==> config.mk <==
export PLATFORM = sky130hd
export DESIGN_NAME = seq_chunk_adder
export DESIGN_NICKNAME = d
export VERILOG_FILES = /design/src/rtl/adder_pkg.sv /design/src/rtl/chunk_adder.sv /design/src/rtl/seq_chunk_adder.sv
export SDC_FILE = /design/constraint.sdc
export NUM_CORES = 1
export LEC_CHECK = 0
export CAP_MARGIN = 0
export CORE_ASPECT_RATIO = 1.2
export CORE_UTILIZATION = 47
export CTS_BUF_LIST = sky130_fd_sc_hd__clkbuf_8
export DETAILED_ROUTE_END_ITERATION = 8
export PLACE_DENSITY = 0.71
export SLEW_MARGIN = 25
export SYNTH_ARGS = -nofsm -noshare
export SYNTH_HDL_FRONTEND = slang
export SYNTH_SLANG_ARGS = --single-unit
==> constraint.sdc <==
create_clock -name clk -period 10.4 [get_ports clk]
set_clock_uncertainty 0.15 [all_clocks]
set_input_delay 1.56 -clock clk [delete_from_list [all_inputs] [get_ports clk]]
set_output_delay 1.56 -clock clk [all_outputs]
set_load 0.005 [all_outputs]
==> src/rtl/adder_pkg.sv <==
// Shared definitions for the sequential chunk adder: FSM states, default
// geometry and the parameter sanity check used at elaboration.
package adder_pkg;

    localparam int DEF_WIDTH = 32;
    localparam int DEF_CHUNK = 8;

    typedef enum logic [1:0] {
        IDLE = 2'd0,
        RUN  = 2'd1,
        DONE = 2'd2
    } state_t;

    // True when CHUNK evenly tiles WIDTH with at least one bit per chunk.
    function automatic bit width_ok(input int w, input int c);
        return (c >= 1) && (c <= w) && ((w % c) == 0);
    endfunction

endpackage

==> src/rtl/chunk_adder.sv <==
// Purely combinational CHUNK-bit ripple-carry adder; the only arithmetic
// in the sequential adder, so it bounds the critical path.
module chunk_adder #(
    parameter int CHUNK = 8
) (
    output logic             co,
    output logic [CHUNK-1:0] s,
    input  logic [CHUNK-1:0] x,
    input  logic [CHUNK-1:0] y,
    input  logic             ci
);

    logic [CHUNK:0] w_c;

    always_comb begin
        w_c    = '0;
        s      = '0;
        w_c[0] = ci;
        for (int i = 0; i < CHUNK; i++) begin
            s[i]     = x[i] ^ y[i] ^ w_c[i];
            w_c[i+1] = (x[i] & y[i]) | (w_c[i] & (x[i] ^ y[i]));
        end
    end

    assign co = w_c[CHUNK];

endmodule

==> src/rtl/seq_chunk_adder.sv <==
// Multi-cycle add/subtract: one CHUNK-wide slice per clock, carry held in
// a register between slices, valid/ready handshakes on both sides.
module seq_chunk_adder
    import adder_pkg::*;
#(
    parameter int WIDTH = DEF_WIDTH,
    parameter int CHUNK = DEF_CHUNK
) (
    input  logic             clk,
    input  logic             rst_n,
    input  logic             in_valid,
    output logic             in_ready,
    input  logic             sub,
    input  logic [WIDTH-1:0] a,
    input  logic [WIDTH-1:0] b,
    output logic             out_valid,
    input  logic             out_ready,
    output logic [WIDTH-1:0] sum,
    output logic             c_out,
    output logic             ovf,
    output logic             busy
);

    localparam int NCHUNK = WIDTH / CHUNK;
    localparam int IDXW   = (NCHUNK > 1) ? $clog2(NCHUNK) : 1;
    localparam int MSB    = WIDTH - 1;

    generate
        if (!width_ok(WIDTH, CHUNK)) begin : g_bad_geometry
            $error("seq_chunk_adder: WIDTH must be a positive multiple of CHUNK");
        end
    endgenerate

    state_t            r_state;
    state_t            w_next;
    logic [WIDTH-1:0]  r_a;
    logic [WIDTH-1:0]  r_b;
    logic [WIDTH-1:0]  r_sum;
    logic              r_cy;
    logic [IDXW-1:0]   r_idx;

    int                w_base;
    logic              w_last;
    logic [CHUNK-1:0]  w_x;
    logic [CHUNK-1:0]  w_y;
    logic [CHUNK-1:0]  w_s;
    logic              w_co;

    assign w_base = int'(r_idx) * CHUNK;
    assign w_last = (r_idx == IDXW'(NCHUNK - 1));
    assign w_x    = r_a[w_base +: CHUNK];
    assign w_y    = r_b[w_base +: CHUNK];

    chunk_adder #(.CHUNK(CHUNK)) u_chunk (
        .co (w_co),
        .s  (w_s),
        .x  (w_x),
        .y  (w_y),
        .ci (r_cy)
    );

    always_ff @(posedge clk or negedge rst_n) begin
        if (!rst_n) begin
            r_state <= IDLE;
        end else begin
            r_state <= w_next;
        end
    end

    always_comb begin
        w_next = r_state;
        case (r_state)
            IDLE:    if (in_valid)  w_next = RUN;
            RUN:     if (w_last)    w_next = DONE;
            DONE:    if (out_ready) w_next = IDLE;
            default: w_next = IDLE;
        endcase
    end

    // Subtraction is a + ~b + 1: invert B at capture and seed the carry with sub.
    always_ff @(posedge clk or negedge rst_n) begin
        if (!rst_n) begin
            r_a   <= '0;
            r_b   <= '0;
            r_sum <= '0;
            r_cy  <= 1'b0;
            r_idx <= '0;
        end else begin
            case (r_state)
                IDLE: begin
                    if (in_valid) begin
                        r_a   <= a;
                        r_b   <= b ^ {WIDTH{sub}};
                        r_sum <= '0;
                        r_cy  <= sub;
                        r_idx <= '0;
                    end
                end
                RUN: begin
                    r_sum[w_base +: CHUNK] <= w_s;
                    r_cy                   <= w_co;
                    r_idx                  <= r_idx + IDXW'(1);
                end
                default: ;
            endcase
        end
    end

    always_comb begin
        in_ready  = (r_state == IDLE);
        busy      = (r_state == RUN);
        out_valid = (r_state == DONE);
        sum       = '0;
        c_out     = 1'b0;
        ovf       = 1'b0;
        if (r_state == DONE) begin
            sum   = r_sum;
            c_out = r_cy;
            ovf   = (r_a[MSB] == r_b[MSB]) && (r_sum[MSB] != r_a[MSB]);
        end
    end

endmodule

==> flow_metrics.env, run 1 <==
export IMPL_grt_pass1_wl_mm=18.14
export IMPL_final_common_cell="nand2_1"
export IMPL_utilization_pct=62.30
export IMPL_layout_area_seq_um2=2527
export IMPL_synth_nets=554
export IMPL_finalCritPeriodShare_pct=47.00
export IMPL_grt_usage_pct=22.21
export IMPL_hold_viol_final=0
export IMPL_ys_ff_latch=101
export IMPL_numClockSinks=101
export IMPL_cts_tree="yes"
export IMPL_p_clk_share_pct=16.4
export IMPL_crit_arrival_ns=5.01
export IMPL_clk_latency_ns=0.37
export IMPL_firstDrtPassIters=4
export IMPL_tns_ns=0
export IMPL_die_width_um=95.68
export IMPL_powerDensity_nw_per_um2=291.8
export IMPL_grt_overflow_total=0
export IMPL_critPathKind="reg -> reg"
export IMPL_p_int_mw=1.109
export IMPL_numPortBuffers=105
export IMPL_status="completed"
export IMPL_rsz0062_at_grt="false"
export IMPL_numCtsBuffers=9
export IMPL_yosysSeqAreaShare_pct=51.06
export IMPL_die_area_um2=10950
export IMPL_fp_dieH_um=114.4
export IMPL_finalCriticalPeriod_ns=4.888
export IMPL_avgRoutedWirePerCell_um=15.19
export IMPL_routed_via_density=5.213
export IMPL_syn_to_final_growth_pct=27.25
export IMPL_grt_max_degree=99
export IMPL_layout_common_cells="nand2_1 (135), clkdlybuf4s50_1 (103), dfrtp_1 (101)"
export IMPL_diodes=0
export IMPL_wl_mm=10.56
export IMPL_dp_hpwl_mm=7.948
export IMPL_ff2ff_setup_slack_ns=5.51
export IMPL_yosys_warnings=0
export IMPL_start_util_pct=48.96
export IMPL_relSlewSlack_pct=41.28
export IMPL_cts_resized=0
export IMPL_clk_pin_slew_ns=0.09
export IMPL_synthDistinctLibCells=34
export IMPL_nFillCells=846
export IMPL_core_area_um2=10110
export IMPL_clockBufferDepth=2
export IMPL_place_gp_congestion=0.8117
export IMPL_cp_required_ns=10.52
export IMPL_postCtsSetupRepairBufs=0
export IMPL_synth_cells=473
export IMPL_num_vias=3623
export IMPL_nets=645
export IMPL_drv_slew=0
export IMPL_ir_drop_v=0.0001890
export IMPL_syn_avg_cell_area_um2=10.46
export IMPL_grt_pass1_vias=3701
export IMPL_fmax_ghz=0.2046
export IMPL_power_leakage_nw=2.816
export IMPL_hold_buffers=0
export IMPL_htreeDepth=3
export IMPL_antenna_found_initial=0
export IMPL_hold_ws_ns=0.3316
export IMPL_end_kind="register"
export IMPL_cp_max_fo=19
export IMPL_combPwrFrac_pct=45.7
export IMPL_hold_path_class="reg -> reg"
export IMPL_setup_viol=0
export IMPL_cap_viol_max_count=0
export IMPL_layout_drive_gt1_share_pct=7.557
export IMPL_root_buffer="clkbuf_8"
export IMPL_drt_first_iter_violations=201
export IMPL_worst_slew_pin_slew_ns=0.8808
export IMPL_switchingPower_mw=0.7286
export IMPL_num_rows=40
export IMPL_drc=0
export IMPL_netlist_area_um2=4950
export IMPL_multi_input_area_um2=2210
export IMPL_final_antenna_net_count=0
export IMPL_swShare_pct=39.64
export IMPL_power_frac_seq_pct=38.0
export IMPL_startpoint_type="register"
export IMPL_ios=106
-- layout make-up --
type	count	share of cell area, %
clock buffer	10	2.185
clock inverter	6	1.748
inverter	22	1.311
multi-input combinational	321	35.08
sequential	101	40.13
tap	126	2.503
timing repair buffer	109	17.04
-- stage by stage --
step           worst slack (ns)  cells  instance area (µm²)  power [mW]
6_report                  5.512    695                 6299       1.838
5_1_grt                   5.315    695                 6299       1.986
4_1_cts                   5.510    695                 6299       1.854
3_5_place_dp              5.543    679                 6051       1.553
3_3_place_gp              5.617    679                 6051       1.514
2_1_floorplan             5.802    473                 4950       1.274
-- synth_stat cells --
cell | number | area, µm²
nor4_1 | 1 | 6.260
nand3b_1 | 1 | 7.510
buf_6 | 1 | 11.26
a22o_1 | 6 | 52.55
a21oi_1 | 1 | 5.000
nand3_1 | 4 | 20.02
or2b_1 | 1 | 7.510
and2_1 | 32 | 200.2
dfrtp_1 | 101 | 2527
a21o_2 | 1 | 8.760
buf_2 | 13 | 65.06
o2bb2ai_1 | 26 | 227.7
a221o_1 | 1 | 10.01
clkbuf_1 | 14 | 52.55
and3_1 | 2 | 12.51
ha_1 | 4 | 50.05
nand2b_4 | 1 | 13.76
nor2_1 | 4 | 15.01
nand2_1 | 135 | 506.7
or4_1 | 1 | 7.510
xnor2_1 | 32 | 280.3
nor3b_2 | 1 | 12.51
o31ai_1 | 1 | 7.510
nor3_1 | 1 | 5.000
nand2b_1 | 1 | 6.260
mux4_2 | 16 | 360.4
a21o_1 | 3 | 22.52
and4bb_2 | 1 | 12.51
buf_4 | 1 | 7.510
o22ai_1 | 1 | 6.260
or3b_1 | 1 | 8.760
o21ai_0 | 34 | 170.2
inv_1 | 22 | 82.58
fa_1 | 8 | 160.2
-- sequential cells by signal, summed over array words and instances, names as in the netlist --
signal   flops
r_a         32
r_b         32
r_cy         1
r_idx        2
r_state      2
r_sum       32
-- cells by family (layout without fill, tap and decap cells) --
kind of cell,count (synthesis),in the layout,share of synthesized area [%]
and+or+nand+nor,187,187,17.01
DFF,101,101,51.06
AOI/OAI and AO/OA,74,74,10.31
buffers and inverters,51,147,4.424
xor gates and xnor gates,32,32,5.662
muxes,16,16,7.280
adders and majority gates,12,12,4.247
-- worst max-delay path, cell delays in order (launching register included) --
cell	delay, ns
dfrtp_1	0.84
mux4_2	0.35
inv_1	0.06
fa_1	0.40
fa_1	0.39
fa_1	0.41
fa_1	0.40
fa_1	0.36
inv_1	0.08
fa_1	0.16
inv_1	0.05
fa_1	0.35
inv_1	0.08
fa_1	0.47
a22o_1	0.23
-- per-layer routing --
metal  global-route usage [%]  up-vias  wire length [µm]  part of all wire, %
li1                         -     1754                 -                    -
met1                    29.64     1733              4602                   44
met2                    35.71      116              5168                   49
met3                    3.519       20               500                  4.7
met4                    10.05        0               285                  2.7
met5                        0        -                 0                    0
-- path summary, 6_finish.rpt --
path	cells after the start	start	endpoint
min in group asynchronous	1	rst_n	r_state[1]
max in group asynchronous	2	rst_n	r_b[14]
worst min register to register	2	r_a[19]	r_a[19]
worst min-delay path	2	r_a[19]	r_a[19]
worst max register to register	14	r_idx[1]	r_sum[15]
worst max-delay path	14	r_idx[1]	r_sum[15]
-- power by group through the flow --
stage | Clock [mW] | Sequential (mW) | Combinational, mW
2_1_floorplan | 0 | 0.636 | 0.638
3_3_place_gp | 0 | 0.701 | 0.814
3_5_place_dp | 0 | 0.706 | 0.847
4_1_cts | 0.304 | 0.699 | 0.851
5_1_grt | 0.319 | 0.723 | 0.945
6_report | 0.301 | 0.698 | 0.840
(Power assumes the default switching activity.)
==> inputs of run 2 (changes only) <==
--- a/config.mk
+++ b/config.mk
@@ -10,7 +10,7 @@
 export CORE_UTILIZATION = 47
 export CTS_BUF_LIST = sky130_fd_sc_hd__clkbuf_8
 export DETAILED_ROUTE_END_ITERATION = 8
-export PLACE_DENSITY = 0.71
+export PLACE_DENSITY = 0.74
 export SLEW_MARGIN = 25
 export SYNTH_ARGS = -nofsm -noshare
 export SYNTH_HDL_FRONTEND = slang
==> constraint.sdc (replaced) <==
create_clock -name clk -period 4.42 [get_ports clk]
set_clock_uncertainty 0.15 [all_clocks]
set_input_delay 0.663 -clock clk [delete_from_list [all_inputs] [get_ports clk]]
set_output_delay 0.663 -clock clk [all_outputs]
set_load 0.005 [all_outputs]
==> run 2 against run 1 <==
Against the previous run:
- clock power is 120% higher
- clock-buffer cell count is 1 lower
- sequential share of layout area is 0.052 points lower
- first-iteration DRC count is 9.0% lower
- combinational power is 150% higher
- core utilization is 0.11 points higher
- sequential cell count stayed put
- routed wire length is 3.9% higher
- critical path type unchanged
- critical endpoint is now r_sum[31]
==> flow_metrics.env, run 2 (synthesis results as in run 1) <==
export IMPL_critPathKind="reg -> reg"
export IMPL_tns_ns=0
export IMPL_grt_usage_pct=21.91
export IMPL_fmax_ghz=0.2340
export IMPL_die_width_um=95.68
export IMPL_root_buffer="clkbuf_8"
export IMPL_nets=646
export IMPL_wl_mm=10.97
export IMPL_routed_via_density=5.252
export IMPL_powerDensity_nw_per_um2=692.4
export IMPL_grt_overflow_total=0
export IMPL_setup_viol=0
export IMPL_cts_tree="yes"
export IMPL_numCtsBuffers=9
export IMPL_ios=106
export IMPL_ff2ff_setup_slack_ns=0.15
export IMPL_diodes=0
export IMPL_relSlewSlack_pct=34.77
export IMPL_layout_drive_gt1_share_pct=8.612
export IMPL_crit_arrival_ns=4.37
export IMPL_clk_pin_slew_ns=0.10
export IMPL_clk_latency_ns=0.36
export IMPL_top_regs="r_a: 32 flops, r_b: 32 flops, r_sum: 32 flops"
export IMPL_place_area_um2=6067
export IMPL_highest_layer="met4"
export IMPL_postCtsSetupRepairBufs=0
export IMPL_core_area_um2=10110
export IMPL_nFillCells=861
export IMPL_critPathLaunch="r_idx[0]"
export IMPL_cp_max_fo=4
export IMPL_numPortBuffers=105
export IMPL_avgRoutedWirePerCell_um=15.79
export IMPL_finalCriticalPeriod_ns=4.274
export IMPL_power_leakage_nw=2.818
export IMPL_firstDrtPassIters=4
export IMPL_cap_viol_max_count=0
export IMPL_drt_first_iter_violations=183
export IMPL_worst_slew_pin_slew_ns=0.9784
export IMPL_syn_to_final_growth_pct=27.48
export IMPL_antenna_found_initial=0
export IMPL_drc=0
export IMPL_met2WireLength_mm=5.522
export IMPL_grt_pass1_vias=3711
export IMPL_rr_startpoint="r_idx[0]"
export IMPL_place_gp_congestion=0.8994
export IMPL_die_area_um2=10950
export IMPL_layout_common_cells="nand2_1 (135), clkdlybuf4s50_1 (103), dfrtp_1 (100)"
export IMPL_cp_required_ns=4.52
export IMPL_hold_path_class="in -> async"
export IMPL_met1_length_mm=4.796
export IMPL_grt_pass1_wl_mm=18.19
export IMPL_hold_viol_final=0
export IMPL_fp_dieH_um=114.4
export IMPL_hold_buffers=0
export IMPL_end_kind="register"
export IMPL_fin_area_um2=6310
export IMPL_status="completed"
export IMPL_num_rows=40
export IMPL_final_common_cell="nand2_1"
export IMPL_finalCritPeriodShare_pct=96.69
export IMPL_dp_hpwl_mm=8.197
export IMPL_num_vias=3650
export IMPL_ir_drop_v=0.0003984
export IMPL_clockBufferDepth=2
export IMPL_numClockSinks=101
export IMPL_rsz0062_at_grt="false"
export IMPL_drv_slew=0
export IMPL_htreeDepth=3
export IMPL_route_met3_wl_um=359
export IMPL_startpoint_type="register"
export IMPL_final_antenna_net_count=0
export IMPL_grt_max_degree=99
export IMPL_start_util_pct=48.96
-- run 2: changes by cell type in the layout (fill, tap and decap cells not counted) --
cell        before  now
clkbuf_8        10    9
buf_6            0    1
or3b_2           1    0
inv_1           22   23
clkinv_2         1    0
fa_2             0    6
clkinvlp_4       2    1
dfrtp_2          0    1
or3b_4           0    1
dfrtp_1        101  100
fa_1             8    2
inv_2            0    1
-- run 2: layout make-up --
class	count	area, µm²	area share, %
clock buffers	9	123.9	1.963
clock inverters	6	105.1	1.666
inverters	22	82.58	1.309
multi-input cells	321	2227	35.30
flip-flops and latches	101	2529	40.08
well taps	126	157.7	2.499
repair buffers	110	1085	17.19
-- run 2: stage by stage --
step           setup slack [ns]  util (%)  hold slack (ns)  std cells  power (mW)
3_5_place_dp           -0.01568     60.01           0.3124        680       3.686
4_1_cts                 0.02515     62.30           0.3327        695       4.360
2_1_floorplan           0.03102         -           0.2174        473       3.039
6_report                 0.1462     62.41           0.1668        695       4.369
3_3_place_gp             0.1080     60.01           0.3063        680       3.581
5_1_grt                 0.02149     62.41           0.2275        695       4.701
-- run 2: power by group --
group | switching, mW | internal, mW | leakage [nW]
clock network | 0.301 | 0.369 | 0.118
logic | 1.15 | 0.940 | 1.40
registers | 0.271 | 1.34 | 1.30
total | 1.72 | 2.65 | 2.82
-- run 2: timing repair --
item,CTS,global route
endpoints found under the setup margin,3,4
pin swaps,1,0
gates resized for setup,1,4
-- run 2: worst max-delay path: stages, from the launching register on --
cell and delay, ns:
dfrtp_2 0.45, mux4_2 0.34, inv_1 0.05, fa_2 0.36, fa_2 0.35, fa_2 0.36
fa_2 0.36, fa_2 0.35, inv_2 0.07, fa_1 0.16, inv_1 0.05, fa_1 0.36
inv_1 0.08, fa_2 0.46, a22o_1 0.22
-- run 2: metal layers --
metal / GRT usage (%) / up-vias
met5: 0 / -
met4: 9.254 / 0
met3: 2.258 / 19
met2: 37.10 / 101
met1: 28.62 / 1783
li1: - / 1747
-- run 2: path summary, 6_finish.rpt --
kind | to | cells past startpoint
min in group clk | r_a[17] | 2
worst min register to register | r_a[17] | 2
worst max-delay path | r_sum[31] | 14
max in group asynchronous | r_sum[5] | 2
worst min-delay path | r_a[31] | 1
worst max register to register | r_sum[31] | 14
